<file path="src/rtl/mc_sequencer_pkg.sv">
// Shared sequencer definitions: state codes, watchdog defaults and the
// writeback-select encoding also consumed by the instruction decoder.
package mc_sequencer_pkg;

    localparam int unsigned SEQ_TIMEOUT_DEFAULT = 63;
    localparam int unsigned SEQ_CNT_W_DEFAULT   = 6;

    typedef logic [2:0] seq_state_t;

    localparam logic [2:0] ST_IDLE      = 3'd0;
    localparam logic [2:0] ST_LOAD_WAIT = 3'd1;
    localparam logic [2:0] ST_LOAD_WB   = 3'd2;
    localparam logic [2:0] ST_MC_RUN    = 3'd3;
    localparam logic [2:0] ST_MC_WB     = 3'd4;

    typedef logic [1:0] wb_sel_t;

    localparam logic [1:0] WB_NONE  = 2'd0;
    localparam logic [1:0] WB_LOAD  = 2'd1;
    localparam logic [1:0] WB_CLMUL = 2'd2;

    function automatic wb_sel_t wb_sel(input seq_state_t st);
        wb_sel_t sel;
        sel = WB_NONE;
        case (st)
            ST_LOAD_WB: sel = WB_LOAD;
            ST_MC_WB:   sel = WB_CLMUL;
            default:    sel = WB_NONE;
        endcase
        return sel;
    endfunction

    function automatic logic is_wait_state(input seq_state_t st);
        return (st == ST_LOAD_WAIT) || (st == ST_MC_RUN);
    endfunction

endpackage

</file>
<file path="src/rtl/mc_sequencer_watchdog.sv">
// Saturating wait-cycle counter; expired flags the last permitted wait cycle
// so the sequencer can abort on the same edge the limit is reached.
module seq_watchdog
    import mc_sequencer_pkg::*;
#(
    parameter int unsigned TIMEOUT = SEQ_TIMEOUT_DEFAULT,
    parameter int unsigned CNT_W   = SEQ_CNT_W_DEFAULT
) (
    input  logic clk,
    input  logic rst,
    input  logic i_clr,
    input  logic i_en,
    output logic o_expired
);

    localparam logic [CNT_W-1:0] LP_LAST = CNT_W'(TIMEOUT - 1);
    localparam logic [CNT_W-1:0] LP_MAX  = CNT_W'(TIMEOUT);

    logic [CNT_W-1:0] r_cnt;

    always_ff @(posedge clk or negedge rst) begin
        if (!rst) begin
            r_cnt <= '0;
        end else if (i_clr) begin
            r_cnt <= '0;
        end else if (i_en && (r_cnt != LP_MAX)) begin
            r_cnt <= r_cnt + CNT_W'(1);
        end
    end

    assign o_expired = i_en && (r_cnt == LP_LAST);

endmodule

</file>
<file path="src/rtl/mc_sequencer.sv">
// Multi-cycle operation sequencer for loads and clmul: owns the pipeline
// stall, request/start pulses, delayed writeback strobes and timeout abort.
module mc_sequencer
    import mc_sequencer_pkg::*;
#(
    parameter int unsigned TIMEOUT = SEQ_TIMEOUT_DEFAULT,
    parameter int unsigned CNT_W   = SEQ_CNT_W_DEFAULT
) (
    input  logic       clk,
    input  logic       rst,
    input  logic       load_i,
    input  logic       clmul_i,
    input  logic [4:0] rd_i,
    input  logic       mem_ready_i,
    input  logic       mc_done_i,
    input  logic       err_clr_i,
    output logic       stall_o,
    output logic       mem_req_o,
    output logic       mc_start_o,
    output logic       delayed_load_o,
    output logic       delayed_clmul_o,
    output logic [4:0] delayed_rd_o,
    output logic       busy_o,
    output logic       err_o
);

    seq_state_t r_state;
    seq_state_t w_state_nxt;
    logic [4:0] r_rd;
    logic       r_err;

    logic       w_idle;
    logic       w_in_wait;
    logic       w_accept_load;
    logic       w_accept_clmul;
    logic       w_expired;
    logic       w_timeout;
    wb_sel_t    w_wb_sel;

    assign w_idle         = (r_state == ST_IDLE);
    assign w_in_wait      = is_wait_state(r_state);
    // An illegal load+clmul decode resolves to the load.
    assign w_accept_load  = w_idle && load_i;
    assign w_accept_clmul = w_idle && clmul_i && !load_i;

    seq_watchdog #(
        .TIMEOUT (TIMEOUT),
        .CNT_W   (CNT_W)
    ) u_watchdog (
        .clk       (clk),
        .rst       (rst),
        .i_clr     (w_accept_load || w_accept_clmul),
        .i_en      (w_in_wait),
        .o_expired (w_expired)
    );

    // A responder answering on the final permitted cycle still completes.
    assign w_timeout = w_expired &&
                       (((r_state == ST_LOAD_WAIT) && !mem_ready_i) ||
                        ((r_state == ST_MC_RUN)    && !mc_done_i));

    always_comb begin
        w_state_nxt = r_state;
        case (r_state)
            ST_IDLE: begin
                if (w_accept_load) begin
                    w_state_nxt = ST_LOAD_WAIT;
                end else if (w_accept_clmul) begin
                    w_state_nxt = ST_MC_RUN;
                end
            end
            ST_LOAD_WAIT: begin
                if (mem_ready_i) begin
                    w_state_nxt = ST_LOAD_WB;
                end else if (w_expired) begin
                    w_state_nxt = ST_IDLE;
                end
            end
            ST_MC_RUN: begin
                if (mc_done_i) begin
                    w_state_nxt = ST_MC_WB;
                end else if (w_expired) begin
                    w_state_nxt = ST_IDLE;
                end
            end
            ST_LOAD_WB: w_state_nxt = ST_IDLE;
            ST_MC_WB:   w_state_nxt = ST_IDLE;
            default:    w_state_nxt = ST_IDLE;
        endcase
    end

    always_ff @(posedge clk or negedge rst) begin
        if (!rst) begin
            r_state <= ST_IDLE;
            r_rd    <= '0;
            r_err   <= 1'b0;
        end else begin
            r_state <= w_state_nxt;
            if (w_accept_load || w_accept_clmul) begin
                r_rd <= rd_i;
            end
            r_err <= w_timeout || (r_err && !err_clr_i);
        end
    end

    assign w_wb_sel        = wb_sel(r_state);

    assign stall_o         = w_in_wait || w_accept_load || w_accept_clmul;
    assign mem_req_o       = w_accept_load;
    assign mc_start_o      = w_accept_clmul;
    assign delayed_load_o  = (w_wb_sel == WB_LOAD);
    assign delayed_clmul_o = (w_wb_sel == WB_CLMUL);
    assign delayed_rd_o    = (w_wb_sel != WB_NONE) ? r_rd : '0;
    assign busy_o          = !w_idle;
    assign err_o           = r_err;

endmodule

</file>
<file path="config.mk">
export PLATFORM = sky130hd
export DESIGN_NAME = mc_sequencer
export DESIGN_NICKNAME = d
export VERILOG_FILES = /design/src/rtl/mc_sequencer_pkg.sv /design/src/rtl/mc_sequencer_watchdog.sv /design/src/rtl/mc_sequencer.sv
export SDC_FILE = /design/constraint.sdc
export NUM_CORES = 1
export LEC_CHECK = 0
export BUFFER_PORTS_ARGS = -buffer_cell sky130_fd_sc_hd__buf_2
export CAP_MARGIN = 20
export CORE_MARGIN = 5
export CORE_UTILIZATION = 54
export CTS_CLUSTER_DIAMETER = 80
export DETAILED_ROUTE_END_ITERATION = 7
export GPL_TIMING_DRIVEN = 0
export PLACE_DENSITY = 0.82
export SLEW_MARGIN = 15
export SYNTH_ARGS = -nofsm -noshare
export SYNTH_HDL_FRONTEND = slang
export SYNTH_SLANG_ARGS = --single-unit
</file>
<file path="constraint.sdc">
create_clock -name clk -period 2.97 [get_ports clk]
set_input_delay 0.4455 -clock clk [delete_from_list [all_inputs] [get_ports clk]]
set_output_delay 0.4455 -clock clk [all_outputs]
set_load 0.005 [all_outputs]
</file>
# Word-level counts from Yosys, hierarchy flattened
# Index checks and enable logic that the tools add are counted.
[word_totals]
regBits = 15
inputBits = 12
output_inout_bits = 12
elab_cells = 47
[classes]
addsub = 1
eq_ne = 9
mux = 10
reduce_logical = 23
[op_table]
columns = ["operator", "count"]
rows = [
  ["$mux W3", 5],
  ["$mux W6", 2],
  ["$logic_and A1 B1 Y1", 9],
  ["$pmux W3 S3", 1],
  ["$add A6 B1 Y6 const B", 1],
  ["$eq A3 B2 Y1 const B", 2],
  ["$eq A6 B6 Y1 const B", 1],
  ["$logic_or A1 B1 Y1", 6],
  ["$ne A6 B6 Y1 const B", 1],
  ["$logic_not A1 Y1", 5],
  ["$mux W5", 1],
  ["$pmux W2 S2", 1],
  ["$reduce_bool A2 Y1", 2],
  ["$eq A3 B1 Y1 const B", 1],
  ["$eq A3 B3 Y1 const B", 1],
  ["$logic_not A3 Y1", 1],
  ["$ne A3 B1 Y1 const B", 1],
  ["$eq A2 B1 Y1 const B", 1],
  ["$eq A2 B2 Y1 const B", 1],
]

# Longest topological paths before layout
# Gate-level depths: netlist (run 1).
[logic_depth]
depth_word = 6
ltp_mapped = 5
depth_no_buf = 4

# Hierarchy
# Synthesis (run 1) repeated with hierarchy kept, for this count alone.
[unflattened]
hier_cells = 80
area_unflattened_um2 = 853.3
[modules_own_cells]
columns = ["mod", "n_inst", "cells_per_inst", "area_per_inst_um2", "seq_area_each_um2"]
rows = [
  ["mc_sequencer", 1, 43, 498.0, 225.2],
  ["seq_watchdog", 1, 37, 355.3, 150.1],
]

# Worst setup path after synthesis (run 1)
# OpenSTA, ideal clock, no wires.
[synth_timing]
path_type = "register to output"
from = "reg r_state[1]"
to = "out mc_start_o"
t_arrival_ps = 1225
t_required_ps = 2525
setup_slack_ps = 1299
path_stages_with_launch = 5
n_path_buf = 2
cell_sequence = "dfrtp_1 > buf_6 > or3_4 > buf_6 > nor3b_1"
[synth_via]
elab_chain_len = 3
[synth_lines]
columns = ["element", "line", "source"]
rows = [
  ["from (decl)", "mc_sequencer.sv:27", "seq_state_t r_state;"],
  ["from (signal assigned)", "mc_sequencer.sv:98", "r_state <= w_state_nxt;"],
  ["$logic_not A3 Y1", "mc_sequencer.sv:40", "assign w_idle = (r_state == ST_IDLE);"],
  ["$logic_and A1 B1 Y1 (2 in a row)", "mc_sequencer.sv:44", "assign w_accept_clmul = w_idle && clmul_i && !load_i;"],
  ["to (decl)", "mc_sequencer.sv:19", "output logic mc_start_o,"],
]
# Every way passes these cells.

# Final worst setup path (run 1)
# Ends and elaborated chain as after synthesis.

==> flow_metrics.env, run 1 <==
export IMPL_synth_area_per_cell_um2=10.7
export IMPL_routed_wl_um=1740
export IMPL_diodes=0
export IMPL_hold_violations=0
export IMPL_path_clk_slew_ns=0.08
export IMPL_synth_ff_type="dfrtp_1"
export IMPL_status="finished, final reports clean"
export IMPL_drtIter0Drc=8
export IMPL_grt_use_total_pct=15.0
export IMPL_cts_root_buf="clkbuf_4"
export IMPL_grt_pass1_vias=676
export IMPL_crit_top_cell="buf_6"
export IMPL_htreeDepth=1
export IMPL_skew_ns=0.00468
export IMPL_hold_buffers=0
export IMPL_post_cts_buffers=0
export IMPL_rsz0062_at_grt="false"
export IMPL_critPathLaunchType="register"
export IMPL_drcViolationCount=0
export IMPL_yosysUniqueCellTypes=33
export IMPL_cap_violations=0
export IMPL_hp_class="input pin to asynchronous set/reset pin"
export IMPL_clk_path_buf_depth=2
export IMPL_cts_resized_gates=0
export IMPL_period_share_pct=70.5
export IMPL_synth_top_cell_by_area="dfrtp_1"
export IMPL_critPathBufInv=3
export IMPL_ant_nets=0
export IMPL_end_kind="output port"
export IMPL_ys_async_sr_fraction_pct=100
export IMPL_worstPathArrival_ns=1.65
export IMPL_cp_slowest_stage_delay_ns=0.38
export IMPL_worstPathRequired_ns=2.52
export IMPL_dp_hpwl_um=1280
export IMPL_critPathKind="register to output port"
export IMPL_seq_area_frac_synth_pct=42.8
export IMPL_io_buffer_count=23
export IMPL_area_growth_pct=18.4
export IMPL_worstMarginPinSlew_ns=0.641
export IMPL_synth_edf_count=0
export IMPL_die_area_mm2=0.00253
export IMPL_max_freq_mhz=477
export IMPL_relSlewSlack_pct=57.1
export IMPL_syn_area_um2=877
export IMPL_overflow=0
export IMPL_min_period_ns=2.09
export IMPL_ir_worst_vdd_v=0.000427
export IMPL_start_util_pct=57.6
export IMPL_ios=24
export IMPL_slew_violations=0
export IMPL_nNetsFinal=124
export IMPL_power_uw=891
export IMPL_yosys_warnings=0
export IMPL_tns_ns=0
export IMPL_p_leak_uw=0.000514
export IMPL_cts_tree="done"
export IMPL_setup_viol=0
export IMPL_synth_area_leaders="dfrtp_1 43%, mux2_2 6.4%, and2_1 4.3%, buf_6 3.9%, mux2i_1 3.4%"
export IMPL_syn_nets=96
export IMPL_floorplan_rows=14
export IMPL_clkSinkCount=15
export IMPL_vias_per_cell=5.60
export IMPL_core_region_area_mm2=0.00152
export IMPL_synth_seq_cells=15
export IMPL_worst_path_max_fanout=10
export IMPL_clock_latency_ns=0.28
export IMPL_antenna_found_initial=0
export IMPL_numCtsBuffers=3
export IMPL_slowest_stage="dfrtp_1"
export IMPL_utilization_pct=68.1
export IMPL_dr_pass1_iters=4
export IMPL_grt_max_degree=16
export IMPL_nFillCells=120
export IMPL_chipWidth_um=50.3
export IMPL_die_h_um=50.3
export IMPL_synth_top_area_share_pct=42.8
export IMPL_drt_wirelength_per_cell_um=13.9
export IMPL_cp_top_family="simple AND/OR/NAND/NOR gates"
export IMPL_grt_pass1_wl_um=2990
export IMPL_crit_chain="buf_6 -> or3_4 -> buf_6 -> nor3b_1 -> buf_2"
export IMPL_power_density_mw_per_mm2=858
export IMPL_syn_inst=82
export IMPL_drive_above_1_share_pct=34.9
export IMPL_gp_congestion=0.793
export IMPL_num_vias=700
final cells by class:
class,instances,area (um2),area share (%)
plain buffers,3,33.8,3.25
well taps,16,20.0,1.93
flip-flops and latches,15,375,36.1
multi-input cells,61,457,44.0
repair buffers,23,115,11.1
inverters,3,11.3,1.08
clock buffers,4,26.3,2.53
logic make-up after synthesis:
family	Yosys count	synth area share [%]
AOI/OAI and AO/OA	16	12.1
xor gates and xnor gates	1	0.999
adders and majority gates	2	2.85
buffers and inverters	6	5.14
DFF	15	42.8
muxes	8	9.84
and+or+nand+nor	34	26.2
stage by stage:
step                      hold WS (ns)  instance area [um2]  worst slack, ns  instances
after CTS                       0.0545                 1040            0.862        125
after global placement           0.370                 1010             1.19        121
after detailed placement         0.369                 1010             1.16        121
after global routing            0.0660                 1040            0.812        125
final                           0.0518                 1040            0.876        125
after floorplan                  0.150                  877             1.30         82
where the power goes:
part           switching [uW]  internal (uW)
Clock                    61.9           52.2
Combinational             217            241
Sequential               45.6            273
Total                     325            566
worst register-to-register path: cells and delay by family (launching register included):
kind | cells | cell delay [ns]
DFF | 1 | 0.38
and+or+nand+nor | 2 | 0.56
muxes | 1 | 0.35
buffers and inverters | 2 | 0.28
registers in the layout, indices dropped and copies added, names as in the netlist:
name              flops
u_watchdog.r_cnt      6
err_o                 1
r_state               3
r_rd                  5
synthesized netlist by cell type (2+ instances only):
cell type	instances
mux2_2	5
ha_1	2
nor3_1	2
nand2b_1	2
inv_1	3
nand2_1	2
o21bai_1	3
a21o_1	2
and2_1	6
nand3_1	3
nor2_1	4
o21ai_0	4
buf_6	3
a21oi_1	2
dfrtp_1	15
nor2b_1	2
nor3b_1	4
mux2i_1	3
path summary, 6_finish.rpt:
check                                             from                              end  slack (ns)  depth (start not counted)
worst min-delay path                               rst           r_state[1]$_DFFE_PN0P_        0.05                          1
max in group asynchronous                          rst  u_watchdog.r_cnt[5]$_DFFE_PN0P_        2.66                          1
min in group clk                             err_clr_i                  err_o$_DFF_PN0_        0.34                          2
worst max-delay path            r_state[1]$_DFFE_PN0P_                       mc_start_o        0.88                          5
worst min register to register     r_rd[3]$_DFFE_PN0N_              r_rd[3]$_DFFE_PN0N_        0.50                          1
worst max register to register  r_state[1]$_DFFE_PN0P_              r_rd[2]$_DFFE_PN0N_        1.28                          5
per-layer routing:
layer	vias to the layer above	part of all wire, %	track usage, %
met1	333	43	19.2
met5	-	0	0
met3	4	4.7	5.62
met2	11	50	23.2
met4	0	1.3	5.11
li1	352	-	-
cell usage in the layout (no fill, tap or decap), types with 2 or more instances in the layout:
cell      instances
a21o_1            2
a21oi_1           2
and2_1            6
buf_2            23
buf_6             3
clkbuf_4          3
dfrtp_1          15
ha_1              2
inv_1             3
mux2_2            5
mux2i_1           3
nand2_1           2
nand2b_1          2
nand3_1           3
nor2_1            4
nor2b_1           2
nor3_1            2
nor3b_1           4
o21ai_0           4
o21bai_1          3
Power figures use the tool's default switching activity.
==> run 2: changes to the inputs <==
--- a/config.mk
+++ b/config.mk
@@ -5,14 +5,15 @@
 export SDC_FILE = /design/constraint.sdc
 export NUM_CORES = 1
 export LEC_CHECK = 0
+export ABC_AREA = 1
 export BUFFER_PORTS_ARGS = -buffer_cell sky130_fd_sc_hd__buf_2
 export CAP_MARGIN = 20
 export CORE_MARGIN = 5
-export CORE_UTILIZATION = 54
+export CORE_UTILIZATION = 51
 export CTS_CLUSTER_DIAMETER = 80
 export DETAILED_ROUTE_END_ITERATION = 7
 export GPL_TIMING_DRIVEN = 0
-export PLACE_DENSITY = 0.82
+export PLACE_DENSITY = 0.77
 export SLEW_MARGIN = 15
 export SYNTH_ARGS = -nofsm -noshare
 export SYNTH_HDL_FRONTEND = slang
==> constraint.sdc (replaced) <==
create_clock -name clk -period 2.15 [get_ports clk]
set_input_delay 0.3225 -clock clk [delete_from_list [all_inputs] [get_ports clk]]
set_output_delay 0.3225 -clock clk [all_outputs]
set_load 0.005 [all_outputs]
==> run 2 against run 1 <==
Effect of this change: setup slack lost 0.55 ns; core utilization shrank 3.0 points; total power grew 51%; critical endpoint is now delayed_rd_o[4].
==> flow_metrics.env, run 2 <==
export IMPL_ios=24
export IMPL_critPathBufInv=3
export IMPL_synth_top_cell_by_area="dfrtp_1"
export IMPL_top_layer_used="met4"
export IMPL_ant_nets=0
export IMPL_synth_most_common_cell="nand2_1"
export IMPL_post_cts_buffers=0
export IMPL_seq_area_frac_synth_pct=39.3
export IMPL_m1WireLength_um=753
export IMPL_grt_max_degree=16
export IMPL_synth_ff_type="dfrtp_1"
export IMPL_post_dp_cell_area_mm2=0.00110
export IMPL_clock_latency_ns=0.29
export IMPL_largest_reg_flops=6
export IMPL_synth_common_cells="26 x nand2_1, 17 x inv_1, 15 x dfrtp_1, 15 x nor2_1, 8 x nand3_1"
export IMPL_cts_root_buf="clkbuf_4"
export IMPL_ir_worst_vdd_v=0.000739
export IMPL_crit_top_cell="inv_1"
export IMPL_hp_class="input pin to register"
export IMPL_drtIter0Drc=10
export IMPL_chipWidth_um=53.3
export IMPL_diodes=0
export IMPL_area_growth_pct=19.1
export IMPL_grt_pass1_vias=787
export IMPL_grt_pass1_wl_um=3210
export IMPL_path_clk_slew_ns=0.09
export IMPL_relSlewSlack_pct=77.1
export IMPL_cp_top_family="flip-flops"
export IMPL_drcViolationCount=0
export IMPL_reg_top3="u_watchdog.r_cnt: 6 flops, r_rd: 5 flops, r_state: 3 flops"
export IMPL_syn_area_um2=955
export IMPL_critPathKind="register to output port"
export IMPL_dp_hpwl_um=1470
export IMPL_start_util_pct=54.7
export IMPL_crit_chain="nor2_4 -> nand2_1 -> inv_1 -> or2_1 -> inv_1 -> nor2_1 -> buf_2"
export IMPL_fin_area_mm2=0.00114
export IMPL_wl_met3_um=133
export IMPL_synth_edf_count=0
export IMPL_grt_use_total_pct=15.6
export IMPL_setup_viol=0
export IMPL_utilization_pct=65.2
export IMPL_synth_seq_cells=15
export IMPL_ys_async_sr_fraction_pct=100
export IMPL_clk_path_buf_depth=2
export IMPL_critPathLaunchType="register"
export IMPL_regMostFlops="u_watchdog.r_cnt"
export IMPL_io_buffer_count=23
export IMPL_status="finished, final reports clean"
export IMPL_slowest_stage="dfrtp_1"
export IMPL_yosysUniqueCellTypes=25
export IMPL_final_cell_mix="26 x nand2_1, 23 x buf_2, 17 x inv_1"
export IMPL_final_common_cell="nand2_1"
export IMPL_numCtsBuffers=3
export IMPL_htreeDepth=1
export IMPL_rsz0062_at_grt="false"
export IMPL_max_freq_mhz=549
export IMPL_tns_ns=0
export IMPL_syn_nets=134
export IMPL_worstMarginPinSlew_ns=0.343
export IMPL_cp_slowest_stage_delay_ns=0.49
export IMPL_antenna_found_initial=0
export IMPL_die_h_um=53.3
export IMPL_die_area_mm2=0.00284
export IMPL_vias_per_cell=4.77
export IMPL_p_leak_uw=0.000612
export IMPL_power_uw=1340
export IMPL_worst_path_max_fanout=6
export IMPL_slew_violations=0
export IMPL_min_period_ns=1.82
export IMPL_floorplan_rows=15
export IMPL_cts_tree="done"
export IMPL_core_region_area_mm2=0.00175
export IMPL_synth_top_area_share_pct=39.3
export IMPL_cap_violations=0
export IMPL_overflow=0
export IMPL_cts_resized_gates=0
export IMPL_hold_violations=0
export IMPL_worstPathRequired_ns=1.83
export IMPL_nNetsFinal=163
export IMPL_worstPathArrival_ns=1.50
export IMPL_num_vias=825
export IMPL_drt_wirelength_per_cell_um=10.1
export IMPL_power_density_mw_per_mm2=1180
export IMPL_drive_above_1_share_pct=34.5
export IMPL_gp_congestion=0.761
export IMPL_end_kind="output port"
export IMPL_syn_inst=120
export IMPL_synth_area_leaders="dfrtp_1 39%, nand2_1 10%, inv_1 6.7%, nor2_1 5.9%, o21ai_2 5.5%"
export IMPL_routed_wl_um=1750
export IMPL_clkSinkCount=15
export IMPL_dr_pass1_iters=4
export IMPL_nFillCells=164
export IMPL_synth_area_per_cell_um2=7.96
export IMPL_period_share_pct=84.8
export IMPL_skew_ns=0.00734
export IMPL_wl_met2_um=819
export IMPL_yosys_warnings=0
run 2: cell types whose count changed after synthesis, moves of 4 or more:
cell	change
and2_1	-6
inv_1	+14
mux2_2	-5
nand2_1	+24
nand2_2	+7
nand3_1	+5
nor2_1	+11
nor3b_1	-4
o21ai_2	+6
run 2: worst register-to-register path: stages, from the launching register on:
cell,delay [ns]
dfrtp_1,0.42
ha_1,0.25
nand3_2,0.10
nor2_2,0.05
nor2_4,0.16
inv_2,0.07
nand2_2,0.08
o21ai_1,0.06
run 2: metrics by stage:
| step | hold WS [ns] | instances | setup slack (ns) |
|---|---|---|---|
| after floorplan | 0.0269 | 120 | 0.820 |
| after global placement | 0.245 | 168 | 0.690 |
| after detailed placement | 0.243 | 168 | 0.648 |
| after CTS | 0.207 | 173 | 0.315 |
| after global routing | 0.213 | 173 | 0.210 |
| final | 0.208 | 173 | 0.327 |
run 2: power by group:
group / switching, uW / total [uW] / internal, uW
Sequential: 88.2 / 466 / 378
Combinational: 421 / 715 / 293
Clock: 89.6 / 162 / 72.1
Total: 599 / 1340 / 743
run 2: cells by family after synthesis:
family / after synthesis / synth area share (%)
AND/OR/NAND/NOR: 67 / 35.8
adder cells (fa/ha/maj): 2 / 2.62
flip-flops: 15 / 39.3
buffers and inverters: 22 / 11.1
XOR/XNOR: 3 / 2.75
AO/OA/AOI/OAI: 11 / 8.39
run 2: final cells by class:
cell class | count | area, um2 | share of cell area [%]
inverter | 21 | 86.3 | 7.59
tap | 25 | 31.3 | 2.75
clock buffer | 4 | 26.3 | 2.31
sequential | 15 | 375 | 33.0
multi-input combinational | 83 | 473 | 41.6
buffer | 1 | 20.0 | 1.76
timing repair buffer | 24 | 125 | 11.0
run 2: metal layers:
| layer | track usage (%) | vias to the layer above |
|---|---|---|
| li1 | - | 425 |
| met1 | 18.9 | 368 |
| met2 | 25.5 | 27 |
| met3 | 3.10 | 5 |
| met4 | 8.94 | 0 |
| met5 | 0 | - |
run 2: path summary, 6_finish.rpt:
kind                                                 startpoint                              end  slack, ns  depth (start not counted)
worst max-delay path                     r_state[0]$_DFFE_PN0P_                  delayed_rd_o[4]       0.33                          7
worst max register to register  u_watchdog.r_cnt[0]$_DFFE_PN0P_  u_watchdog.r_cnt[0]$_DFFE_PN0P_       0.85                          7
worst min register to register              r_rd[0]$_DFFE_PN0N_              r_rd[0]$_DFFE_PN0N_       0.52                          2
min in group asynchronous                                   rst           r_state[2]$_DFFE_PN0P_       0.46                          2
worst min-delay path                                  err_clr_i                  err_o$_DFF_PN0_       0.21                          2
max in group asynchronous                                   rst  u_watchdog.r_cnt[3]$_DFFE_PN0P_       1.43                          2
run 2: timing repair:
item                                   CTS  global route
hold buffers                             1             0
setup endpoints to repair                0             0
endpoints found under the hold margin   15             0
==> run 3: changes to the inputs <==
--- a/config.mk
+++ b/config.mk
@@ -9,11 +9,11 @@
 export BUFFER_PORTS_ARGS = -buffer_cell sky130_fd_sc_hd__buf_2
 export CAP_MARGIN = 20
 export CORE_MARGIN = 5
-export CORE_UTILIZATION = 51
+export CORE_UTILIZATION = 46
 export CTS_CLUSTER_DIAMETER = 80
 export DETAILED_ROUTE_END_ITERATION = 7
 export GPL_TIMING_DRIVEN = 0
-export PLACE_DENSITY = 0.77
+export PLACE_DENSITY = 0.73
 export SLEW_MARGIN = 15
 export SYNTH_ARGS = -nofsm -noshare
 export SYNTH_HDL_FRONTEND = slang
==> constraint.sdc (replaced) <==
create_clock -name clk -period 1.6 [get_ports clk]
set_input_delay 0.24 -clock clk [delete_from_list [all_inputs] [get_ports clk]]
set_output_delay 0.24 -clock clk [all_outputs]
set_load 0.005 [all_outputs]
==> run 3 against run 2 <==
Effect of this change: critical path depth down 1; worst hold slack got worse by 0.069 ns; via count shrank 0.97%; global-route usage decreased by 2.4 points; clock-buffer cell count down 1; clock skew increased by 0.00053 ns; routed wire length up 4.3%; total power up 38%; clock power increased by 32%; core utilization shrank 5.5 points; final cell count up 2.3%; critical path type unchanged; largest cell class unchanged.
==> flow_metrics.env, run 3 (synthesized netlist as in run 2, its figures left out) <==
export IMPL_status="finished, final reports clean"
export IMPL_clock_latency_ns=0.28
export IMPL_power_density_mw_per_mm2=1590
export IMPL_num_vias=817
export IMPL_hold_end="err_o$_DFF_PN0_"
export IMPL_utilization_pct=59.7
export IMPL_cap_violations=0
export IMPL_area_growth_pct=22.7
export IMPL_setup_viol=0
export IMPL_dp_hpwl_um=1460
export IMPL_power_switching_uw=833
export IMPL_htreeDepth=1
export IMPL_die_h_um=55.6
export IMPL_final_cell_mix="24 x nand2_1, 23 x buf_2, 16 x inv_1"
export IMPL_critPathKind="register to output port"
export IMPL_cts_tree="done"
export IMPL_clkSinkCount=15
export IMPL_relSlewSlack_pct=76.7
export IMPL_largest_reg_flops=6
export IMPL_numCtsBuffers=3
export IMPL_ios=24
export IMPL_die_area_mm2=0.00309
export IMPL_hp_class="input pin to register"
export IMPL_internal_power_uw=1030
export IMPL_critPathLaunchType="register"
export IMPL_hold_path_startpoint="err_clr_i"
export IMPL_nNetsFinal=165
export IMPL_worstPathArrival_ns=1.35
export IMPL_dp_slack_ns=0.213
export IMPL_cts_root_buf="clkbuf_4"
export IMPL_p_leak_uw=0.000624
export IMPL_pwr_share_seq_pct=33.6
export IMPL_antenna_found_initial=0
export IMPL_ir_worst_vdd_v=0.00105
export IMPL_grt_max_degree=16
export IMPL_clk_path_buf_depth=2
export IMPL_holdWs_ns=0.140
export IMPL_drtIter0Drc=10
export IMPL_routed_wl_um=1820
export IMPL_chipWidth_um=55.6
export IMPL_regMostFlops="u_watchdog.r_cnt"
export IMPL_dr_pass1_iters=4
export IMPL_end_kind="output port"
export IMPL_io_buffer_count=23
export IMPL_place_inst=170
export IMPL_clkPwrFrac_pct=11.5
export IMPL_drive_above_1_share_pct=40.7
export IMPL_combPwrFrac_pct=54.9
export IMPL_path_clk_slew_ns=0.09
export IMPL_core_region_area_mm2=0.00196
export IMPL_grt_pass1_wl_um=3340
export IMPL_diodes=0
export IMPL_hold_violations=0
export IMPL_start_util_pct=48.7
export IMPL_vias_per_cell=4.62
export IMPL_hold_depth=2
export IMPL_worstPathRequired_ns=1.36
export IMPL_floorplan_rows=16
export IMPL_setup_ws_ns=0.0101
export IMPL_gp_congestion=0.776
export IMPL_nFillCells=205
export IMPL_overflow=0
export IMPL_stdcell_count=177
export IMPL_final_common_cell="nand2_1"
export IMPL_ant_nets=0
export IMPL_switching_share_pct=44.8
export IMPL_drcViolationCount=0
export IMPL_worst_path_max_fanout=5
export IMPL_period_share_pct=99.4
export IMPL_skew_ns=0.00787
export IMPL_reg_top3="u_watchdog.r_cnt: 6 flops, r_rd: 5 flops, r_state: 3 flops"
export IMPL_r2r_cells=7
export IMPL_max_freq_mhz=629
export IMPL_r2r_slack_ns=0.27
export IMPL_grt_use_total_pct=13.2
export IMPL_min_period_ns=1.59
export IMPL_worstMarginPinSlew_ns=0.349
export IMPL_grt_pass1_vias=823
export IMPL_drt_wirelength_per_cell_um=10.3
export IMPL_r2r_end="u_watchdog.r_cnt[1]$_DFFE_PN0P_"
export IMPL_power_uw=1860
export IMPL_reg2reg_from="u_watchdog.r_cnt[0]$_DFFE_PN0P_"
export IMPL_rsz0062_at_grt="true"
export IMPL_slew_violations=0
run 3: changes by cell type in the layout (fill, tap and decap cells not counted), moves of 2 or more:
cell     delta
dfrtp_2     +2
dfrtp_1     -2
buf_4       +2
nand2_2     +2
nand2_1     -2
run 3: metrics by stage:
step	area, um2	setup TNS [ns]
final	1170	0
after global routing	1170	-0.463
after CTS	1160	0
after detailed placement	1100	0
after global placement	1100	0
after floorplan	955	0
run 3: final cells by class:
class	count	area [um2]	area share [%]
Multi-Input combinational cell	83	485	41.5
Inverter	21	86.3	7.37
Clock buffer	3	22.5	1.92
Buffer	1	20.0	1.71
Tap cell	27	33.8	2.88
Sequential cell	15	378	32.3
Clock inverter	1	5.00	0.427
Timing Repair Buffer	26	140	12.0
run 3: per-layer routing:
metal	part of all wire [%]	global-route usage, %	up-vias
met5	0	0	-
met4	2.2	6.25	0
met3	5.6	2.56	4
met2	48	22.6	22
met1	44	15.8	367
li1	-	-	424
run 3: power groups by stage:
stage	combinational, uW	sequential [uW]	clock [uW]
5_1_grt	1150	640	246
4_1_cts	1020	626	226
2_1_floorplan	762	613	0
3_5_place_dp	975	637	0
3_3_place_gp	948	631	0
6_report	1020	625	214
run 3: worst max-delay path, cell delays in order (launching register included):
cell and delay [ns]:
dfrtp_1 0.42, inv_1 0.12, nor3_2 0.05, or2_1 0.22, inv_2 0.10, nor2_1 0.05, buf_2 0.12
run 3: how the worst max path moves through the flow:
stage                 endpoint              startpoint  slack (ns)  cells after the start
2_1_floorplan  delayed_rd_o[0]  r_state[0]$_DFFE_PN0P_        0.35                      4
3_3_place_gp   delayed_rd_o[4]  r_state[0]$_DFFE_PN0P_        0.23                      7
3_5_place_dp   delayed_rd_o[1]  r_state[0]$_DFFE_PN0P_        0.21                      7
4_1_cts        delayed_rd_o[1]  r_state[1]$_DFFE_PN0P_        0.02                      6
5_1_grt        delayed_rd_o[1]  r_state[1]$_DFFE_PN0P_       -0.10                      7
6_report       delayed_rd_o[0]  r_state[1]$_DFFE_PN0P_        0.01                      6
run 3: repair_timing:
item,in CTS,in global routing
buffers inserted,1,1
endpoints found under the hold margin,15,0
endpoints found under the setup margin,5,7
hold buffers,1,0
gates resized for setup,4,3
pin swaps,0,1
